$ cat src/rtl/prog_counter.sv
// ---------------------------------------------------------------------------
// prog_counter
//   Programmable N-bit up/down counter with free-run, modulo, one-shot and
//   hold modes.  q, tc and busy all come straight from registers.
//
// Optional feature macro: TOGGLE_OUT_EN
//   When this macro is defined, the block gets an extra output, tone.  tone
//   flips on every edge that drives tc high.  In the default build the port
//   and its register do not exist.
//
// Ports
//   clk       in   clock; all state changes on the rising edge
//   reset     in   asynchronous active-high reset
//   en        in   count enable; when low, q/state/tone hold and tc goes low
//   load      in   synchronous load of load_val into q; overrides counting
//   load_val  in   N-bit value to load
//   limit     in   N-bit terminal value for the modulo and one-shot modes
//   up        in   1 = count up, 0 = count down
//   mode      in   00 free-run, 01 modulo, 10 one-shot, 11 hold
//   start     in   one-shot trigger; only accepted in IDLE or DONE
//   q         out  count value
//   tc        out  terminal-count pulse
//   busy      out  high while the one-shot is in RUN
//   tone      out  (TOGGLE_OUT_EN only) square wave, toggled by each tc
// ---------------------------------------------------------------------------
module prog_counter #(
  parameter int N = 8
) (
  input  logic         clk,
  input  logic         reset,
  input  logic         en,
  input  logic         load,
  input  logic [N-1:0] load_val,
  input  logic [N-1:0] limit,
  input  logic         up,
  input  logic [1:0]   mode,
  input  logic         start,
  output logic [N-1:0] q,
  output logic         tc,
  output logic         busy
`ifdef TOGGLE_OUT_EN
  ,
  output logic         tone
`endif
);

  typedef enum logic [1:0] {
    S_IDLE = 2'b00,
    S_RUN  = 2'b01,
    S_DONE = 2'b10
  } state_t;

  localparam logic [1:0] M_FREE = 2'b00;
  localparam logic [1:0] M_MOD  = 2'b01;
  localparam logic [1:0] M_ONE  = 2'b10;

  localparam logic [N-1:0] ZERO = '0;
  localparam logic [N-1:0] ONE  = N'(1);
  localparam logic [N-1:0] ALL1 = '1;

  logic [N-1:0] r_q;
  logic         r_tc;
  state_t       r_state;

  logic [N-1:0] w_q_next;
  logic         w_tc_next;
  state_t       w_state_next;
  logic [N-1:0] w_term;

  // The one-shot stops at limit when counting up and at 0 when counting down.
  assign w_term = up ? limit : ZERO;

  always_comb begin
    w_q_next     = r_q;
    w_tc_next    = 1'b0;
    w_state_next = r_state;

    if (load) begin
      // A load only replaces q.  It does not change the FSM state, and any
      // start that arrives with it is ignored.
      w_q_next = load_val;
    end else begin
      // Leaving one-shot mode puts the FSM back in IDLE.  This happens
      // whether or not en is high.
      if (mode != M_ONE)
        w_state_next = S_IDLE;

      if (en) begin
        case (mode)
          M_FREE: begin
            if (up) begin
              w_q_next  = r_q + ONE;
              w_tc_next = (r_q == ALL1);
            end else begin
              w_q_next  = r_q - ONE;
              w_tc_next = (r_q == ZERO);
            end
          end

          M_MOD: begin
            if (up) begin
              // Use >= so that a q loaded above limit wraps to 0 on the next
              // edge.
              if (r_q >= limit) begin
                w_q_next  = ZERO;
                w_tc_next = 1'b1;
              end else begin
                w_q_next  = r_q + ONE;
              end
            end else begin
              if (r_q == ZERO) begin
                w_q_next  = limit;
                w_tc_next = 1'b1;
              end else if (r_q > limit) begin
                // Counting down from above limit: jump to limit without
                // raising tc.
                w_q_next  = limit;
              end else begin
                w_q_next  = r_q - ONE;
              end
            end
          end

          M_ONE: begin
            case (r_state)
              S_RUN: begin
                if (r_q == w_term) begin
                  w_state_next = S_DONE;
                  w_tc_next    = 1'b1;
                end else begin
                  w_q_next = up ? (r_q + ONE) : (r_q - ONE);
                end
              end
              default: begin
                if (start) begin
                  w_state_next = S_RUN;
                  w_q_next     = up ? ZERO : limit;
                end
              end
            endcase
          end

          default: begin
            // Mode 11 holds q, and tc stays low (its default).
          end
        endcase
      end
    end
  end

  always_ff @(posedge clk or posedge reset) begin
    if (reset) begin
      r_q     <= '0;
      r_tc    <= 1'b0;
      r_state <= S_IDLE;
    end else begin
      r_q     <= w_q_next;
      r_tc    <= w_tc_next;
      r_state <= w_state_next;
    end
  end

`ifdef TOGGLE_OUT_EN
  logic r_tone;

  // w_tc_next is never set during a load, so a load cannot toggle tone.
  always_ff @(posedge clk or posedge reset) begin
    if (reset)
      r_tone <= 1'b0;
    else if (w_tc_next)
      r_tone <= ~r_tone;
  end

  assign tone = r_tone;
`endif

  assign q    = r_q;
  assign tc   = r_tc;
  assign busy = (r_state == S_RUN);

endmodule
$ cat config.mk
export PLATFORM = sky130hd
export DESIGN_NAME = prog_counter
export DESIGN_NICKNAME = d
export VERILOG_FILES = /design/src/rtl/prog_counter.sv
export SDC_FILE = /design/constraint.sdc
export NUM_CORES = 1
export LEC_CHECK = 0
export ABC_AREA = 1
export CAP_MARGIN = 30
export CORE_ASPECT_RATIO = 0.7
export CORE_MARGIN = 2
export CORE_UTILIZATION = 25
export DETAILED_ROUTE_END_ITERATION = 8
export GPL_TIMING_DRIVEN = 0
export SETUP_SLACK_MARGIN = 0.3
export SKIP_LAST_GASP = 1
export SLEW_MARGIN = 40
export SYNTH_ARGS = -nofsm -noshare
export SYNTH_HDL_FRONTEND = slang
export SYNTH_SLANG_ARGS = --single-unit
$ cat constraint.sdc
create_clock -name clk -period 2.6 [get_ports clk]
set_input_delay 0.52 -clock clk [delete_from_list [all_inputs] [get_ports clk]]
set_output_delay 0.52 -clock clk [all_outputs]
set_load 0.01 [all_outputs]
Yosys cells after proc, flatten, opt, wreduce, memory -nomap -nowiden
Cells that the tools add are included.
{ "totals": {"elab_cells": 48, "reg_bits": 11, "input_bits": 24} }
{ "op_classes": {"n_reduce_logical": 5, "n_lt_le_gt_ge": 2, "muxes": 28, "eq_ne": 8, "n_addsub": 2} }
{ "op_table": {"columns": ["operator", "count"], "rows": [
  ["$mux W8", 12],
  ["$pmux W8 S3", 1],
  ["$mux W2", 6],
  ["$add A8 B1 Y8 const B", 1],
  ["$eq A8 B8 Y1", 1],
  ["$eq A8 B8 Y1 const B", 1],
  ["$ge A8 B8 Y1", 1],
  ["$gt A8 B8 Y1", 1],
  ["$logic_not A8 Y1", 1],
  ["$mux W1", 8],
  ["$ne A4 B4 Y1 const B", 2],
  ["$sub A8 B1 Y8 const B", 1],
  ["$eq A2 B1 Y1 const B", 2],
  ["$reduce_and A4 Y1", 1],
  ["$reduce_bool A4 Y1", 1],
  ["$pmux W1 S3", 1],
  ["$eq A2 B2 Y1 const B", 1],
  ["$logic_not A2 Y1", 1],
  ["$ne A2 B2 Y1 const B", 1],
  ["$reduce_bool A2 Y1", 1]
]} }

Longest topological paths before layout
Gate-level depths: netlist (run 1).
{ "depth": {"depth_word": 7, "mapped_depth": 19} }

Worst setup path before layout (run 1)
Ideal clock, no wire load.
{ "synth_path": {"kind": "in2reg", "from": "input limit[7]", "to": "register r_q[0] (netlist: q[0])", "path_buffers": 0, "setup_time_ps": 116, "cell_stages": 15, "t_arrival_ps": 1811, "path_slack_ps": 672, "path_cell_list": "inv_1 ha_1 a21o_1 nor2_1 nand2_1 nand2_2 nand2_4 nand2_1 nand3_1 nand2_1 nand2_1 nand2_1 nand2_1 nand2_1 nand2_1"} }
{ "synth_between": {"elab_chain_len": 7} }
{ "synth_lines": {"columns": ["element", "line", "text"], "rows": [
  ["from (decl)", "34", "input logic [N-1:0] limit,"],
  ["$gt A8 B8 Y1", "114", "end else if (r_q > limit) begin"],
  ["$mux W8", "114", null],
  ["$mux W8", "111", "if (r_q == ZERO) begin"],
  ["$mux W8", "101", "if (up) begin"],
  ["$pmux W8 S3", "89", "case (mode)"],
  ["$mux W8", "88", "if (en) begin"],
  ["$mux W8", "78", "if (load) begin"],
  ["to (signal assigned)", "157", "r_q <= w_q_next;"],
  ["to (decl)", "61", "logic [N-1:0] r_q;"]
]} }
Parallel ways exist; a longest one is shown, timed or not. The select of a mux whose other input is x is not followed.
A chain may end at the register's enable or synchronous reset.

Worst setup path after layout (run 1)
{ "layout_path": {"from": "input mode[0]", "to": "register r_q[3] (netlist: q[3])"} }
{ "layout_between": {"elab_chain_len": 4} }
{ "layout_lines": {"columns": ["element", "line", "text"], "rows": [
  ["from (decl)", "36", "input logic [1:0] mode,"],
  ["$eq A2 B2 Y1, or another cell as far along", "89", null],
  ["$pmux W8 S3", "89", null],
  ["$mux W8", "88", null],
  ["$mux W8", "78", null]
]} }
Parallel ways exist; a longest one is shown, timed or not. The select of a mux whose other input is x is not followed.

==> results.cfg, run 1 <==
[yosys]
postSynthRegisterBits = 11
synth_edf_count = 0
post-synth-top-area-cell = nand2_1
synth.distinct_cells = 36
seq_area_frac_synth_pct = 13.92
synth_flop_cell = dfrtp_1
yosysMostFrequentCell = nand2_1
synthesis.instances = 344
avgSynthCellArea_um2 = 5.750
synth_top_area_share_pct = 22.58
ys.warnings.count = 0
synth_area_leaders = nand2_1 (23%), dfrtp_1 (14%), ha_1 (9.5%)
mappedNetlistNets = 383
syn-cell-area_um2 = 1978
synthArstFlopShare_pct = 100.0
ys_top_cells_by_count = nand2_1 (119), inv_1 (45), nor2_1 (44), nand3_1 (33), ha_1 (15)

[global_routing]
pin_count_of_the_biggest_net_entering_global_routing = 12
vias_in_the_first_global_route = 2063
initial_antenna_violation_count = 0
grtUsageTotal_pct = 15.29
global_route_wire_length_before_repair_um = 10360
global_route.overflow_total = 0

[timing]
drv_slew = 0
finalWorstPathRequiredPeriod_ps = 2173
max_freq_mhz = 460.1
timing.final.setup_violations = 0
clock-skew-final_ps = 4.873
final_hold_viol_count = 0
finalWorstSetupSlack_ps = 426.8
setup_total_negative_slack_ps = 0
grt_setup_unrepaired = true
worstMarginPinSlew_ps = 556.4
max-slew-margin-rel_pct = 62.62
final_clock_period_utilization_by_the_worst_path_pct = 83.59

[place]
place.detailed.hpwl_um = 5177
buffer_ports.inserted = 32
globalplace.congestion = 0.9020
preCtsSetupSlack_ps = -344.8
placed_cells_incl_taps = 477

[worst_setup_path]
critical_path_class = primary input to flop
crit_arrival_ps = 2300
cp-end-kind = flop
required_ps = 2720
critical_path.max_stage_delay_ps = 450
crit_path_top_delay_cell = clkdlybuf4s50_1
most_common_cell_type_on_the_critical_path = nand2_1
critical_path.startpoint_type = primary input
worstPathMaxFanout = 5
cell_type_group_with_the_largest_total_delay_on_the_critical_path = buffers and inverters
critical_path.cell_chain = clkdlybuf4s50_1, inv_1, ha_2, inv_2, nor2_4, nand3_1, o21ai_0, nand3b_4, buf_4, nor2_1, nand2_1, nand2_1
critical_path.n_buffers_inverters = 4

[floorplanning]
fp.dieW_um = 110.3
total_i_o_pin_count = 34
fp.dieH_um = 78.43
start_util_pct = 25.46
design.core.area_um2 = 7770
fp-row-count = 27
design.die.area_um2 = 8652

[drt]
routedWlPerCell_um = 12.97
dr_total_vias = 2346
drc = 0
drt.antenna.violating_nets = 0
drt_first_pass_iters = 5
drtIter0Drc = 173
finalWirelength_um = 6356
vias_per_cell = 4.788

[outcome]
run_status = finished clean

[cells_and_area]
final_cells = 490
finish.net_count = 429
insertedDiodeCount = 0
layout.filler_cells = 851
post_route_cells_drive_above_1_share_pct = 15.68
area_growth_syn_to_layout_pct = 32.38

[clock_network]
clock_insertion_delay_at_the_later_pin_of_the_skew_report_ps = 240
clk_transition_reported_paths_ps = 50
cts_tree = yes
cts_root_buffer = clkbuf_16
htree_num_levels = 1
cts-buffers-inserted = 3
cts.sinks = 11
clk_path_buf_depth = 2

[min_path]
min-delay-path-class = flop to flop

[pwr]
leakage_power_summed_over_all_cells_nw = 1.380
worst_ir_drop_vdd_v = 0.0001879
power_density_nw_per_um2 = 503.8

[run]
maxCapViolations = 0
[timing repair]
action,in CTS,in global routing
buffers inserted,3,6
gates resized for setup,16,33
endpoints found under the setup margin,9,10
pin swaps,5,4
hold buffers,0,0
[metal layers]
metal	track usage, %	part of all wire, %	wire, um
met3	2.575	7.6	480
met1	24.35	52	3316
met4	1.125	0.20	13
met5	0	0	0
met2	21.96	40	2545
[sequential cells by signal (all words and copies together), names as in the netlist]
name	flops
q	8
r_state	2
tc	1
[logic make-up after synthesis]
logic type / Yosys count / share of synthesized area, %
AO/OA/AOI/OAI: 31 / 9.678
AND/OR/NAND/NOR: 216 / 48.20
XOR/XNOR: 13 / 5.756
flip-flops: 11 / 13.92
buffers and inverters: 58 / 12.97
adder cells (fa/ha/maj): 15 / 9.488
[layout by cell type (no fill, tap or decap), drive strengths merged, types with 12 or more instances in the layout]
cell / netlist / layout
a21oi: 12 / 12
nor2: 45 / 45
nand2: 122 / 122
nand3: 33 / 33
buf: 6 / 16
inv: 49 / 49
clkbuf: 3 / 13
clkdlybuf4s50: 0 / 24
xor2: 12 / 12
ha: 15 / 15
[power by group]
group          total [mW]  internal (mW)  switching [mW]
Sequential          0.259          0.199          0.0600
Combinational       0.773          0.323           0.450
Clock               0.287          0.206          0.0803
[path summary, 6_finish.rpt]
path                       startpoint         end  slack, ps  cells past startpoint
min in group asynchronous       reset          tc        580                      2
hold / removal             r_state[0]  r_state[0]        500                      2
setup / recovery              mode[0]        q[3]        430                     12
hold reg to reg            r_state[0]  r_state[0]        500                      2
max in group asynchronous       reset        q[3]       1670                      2
setup reg to reg                 q[5]        q[0]        520                     15
[tightest hold or removal path, delay by kind of cell, from the launching register on]
family / cells / cell delay, ps
flops: 1 / 360
simple gates: 2 / 110
[layout make-up]
type | instances | area [um2] | share of cell area, %
tap | 101 | 126.4 | 4.826
timing repair buffer | 41 | 355.3 | 13.57
buffer | 9 | 73.82 | 2.819
clock buffer | 4 | 78.83 | 3.010
multi-input combinational | 275 | 1520 | 58.05
sequential | 11 | 280.3 | 10.70
inverter | 49 | 183.9 | 7.023
[stage by stage]
step	utilization, %	hold slack, ps	area (um2)	power (mW)
after global placement	31.21	496.5	2425	0.9467
after detailed placement	31.21	492.4	2425	0.9538
after CTS	32.77	503.9	2546	1.277
after global routing	33.70	525.9	2619	1.436
after floorplan	-	372.4	1978	0.7239
final	33.70	502.5	2619	1.319
No activity file was read; power rests on OpenSTA's default activity.
==> run 2: changes to the inputs <==
Clock period 2.6 ns to 2 ns, I/O delays scaled along.
==> results.cfg, run 2 (synthesized netlist as in run 1, its figures left out) <==
[outcome]
run_status = finished with violations
violations = setup timing

[timing]
clock-skew-final_ps = 1.156
max_freq_mhz = 479.1
finalWorstSetupSlack_ps = -87.44
timing.final.setup_violations = 2
drv_slew = 0
final_hold_viol_count = 0
worstMarginPinSlew_ps = 584.4
max-slew-margin-rel_pct = 61.04
setup_total_negative_slack_ps = -96.27
finalWorstPathRequiredPeriod_ps = 2087
final_clock_period_utilization_by_the_worst_path_pct = 104.4
grt_setup_unrepaired = true
hold_ws_ps = 466.8

[cells_and_area]
largest_reg_flops = 8
layout_common_cells = nand2_1 (109), nor2_1 (39), inv_1 (35)
insertedDiodeCount = 0
finish.net_count = 444
mostFrequentLayoutCell = nand2_1
finalCoreUtilization_pct = 39.18
post_route_cells_drive_above_1_share_pct = 28.22
area_growth_syn_to_layout_pct = 53.89

[floorplanning]
fp.dieW_um = 110.3
start_util_pct = 25.46
total_i_o_pin_count = 34
design.core.area_um2 = 7770
fp.dieH_um = 78.43
design.die.area_um2 = 8652
fp-row-count = 27

[worst_setup_path]
worstPathMaxFanout = 4
critical_path.cell_chain = ha_4, nand2_4, nor2_4, nand4_1, nand2_4, nand2_4, buf_12, nand2_1, nand2_1, nand3_1, nand2_1, nand2_1, nand2_1, nand2_1, nand2_1
crit_path_top_delay_cell = dfrtp_2
critical_path.max_stage_delay_ps = 440
critical_path_class = flop to flop
cell_type_group_with_the_largest_total_delay_on_the_critical_path = simple AND/OR/NAND/NOR gates
required_ps = 2130
most_common_cell_type_on_the_critical_path = nand2_1
crit_arrival_ps = 2210
r2r_slack_ps = -90
cp-end-kind = flop
critical_path.n_buffers_inverters = 1
critical_path.startpoint_type = flop

[global_routing]
initial_antenna_violation_count = 0
global_route_wire_length_before_repair_um = 11370
global_route.overflow_total = 0
pin_count_of_the_biggest_net_entering_global_routing = 12
grtUsageTotal_pct = 17.02
vias_in_the_first_global_route = 2319

[drt]
routedWlPerCell_um = 14.26
vias_per_cell = 4.879
drc = 0
drt_first_pass_iters = 5
finalWirelength_um = 7202
drtIter0Drc = 167
dr_total_vias = 2464
drt.antenna.violating_nets = 0

[clock_network]
clock_insertion_delay_at_the_later_pin_of_the_skew_report_ps = 240
clk_path_buf_depth = 2
cts_tree = yes
htree_num_levels = 1
cts-buffers-inserted = 3
cts.sinks = 11
clk_transition_reported_paths_ps = 40
cts_root_buffer = clkbuf_16

[pwr]
worst_ir_drop_vdd_v = 0.0003050
leakage_power_summed_over_all_cells_nw = 1.556
p_total_mw = 2.034
power_density_nw_per_um2 = 668.0

[run]
maxCapViolations = 0

[place]
place.detailed.hpwl_um = 5283
buffer_ports.inserted = 32
globalplace.congestion = 0.8547

[min_path]
min-delay-path-class = primary input to async pin
[run 2: changes by cell type in the layout (fill, tap and decap cells not counted), sizes merged]
cell	before	now
nand2	122	123
clkdlybuf4s50	24	14
dlymetal6s2s	1	6
clkbuf	13	8
inv	49	48
buf	16	32
clkinvlp	0	1
clkdlybuf4s15	0	2
nand4	4	5
dlygate4sd2	0	5
[run 2: what timing repair did]
action | 4_1_cts | 5_1_grt
endpoints found under the setup margin | 15 | 16
pin swaps | 19 | 24
buffers inserted | 15 | 7
hold buffers | 0 | 0
gates resized for setup | 77 | 28
gates cloned | 2 | 0
[run 2: worst paths after layout]
kind | from | end | cells past startpoint
worst max-delay path | q[5] | q[7] | 15
min in group clk | r_state[0] | r_state[0] | 2
max in group asynchronous | reset | q[0] | 2
worst max register to register | q[5] | q[7] | 15
worst min register to register | r_state[0] | r_state[0] | 2
worst min-delay path | reset | tc | 2
[run 2: cell type report]
type                    instances  area, um2
fillers                       844       4726
multi-input cells             277       1763
repair buffers                 54      499.2
flip-flops and latches         11      284.0
inverters                      49      207.7
well taps                     101      126.4
plain buffers                   9      85.08
clock buffers                   4      78.83
[run 2: per-stage QoR]
stage / cells / worst slack (ps) / area, um2
finish: 505 / -87.44 / 3044
global route: 505 / -185.3 / 3044
CTS: 498 / 28.27 / 2864
detailed placement: 477 / -703.9 / 2510
global placement: 477 / -678.9 / 2510
floorplan: 344 / 205.2 / 2063
[run 2: power by group]
part / internal, mW / switching (mW) / leakage, nW / total [mW]
combinational: 0.580 / 0.769 / 1.39 / 1.35
clock: 0.268 / 0.0985 / 0.0382 / 0.366
sequential: 0.262 / 0.0560 / 0.130 / 0.318
[run 2: per-layer routing]
layer  routed length, um  GRT usage, %  up-vias
met5                   0             0        -
met4                 138         3.625        0
met3                 738         4.734       10
li1                    -             -     1221
met2                2973         24.85      113
met1                3353         24.71     1120
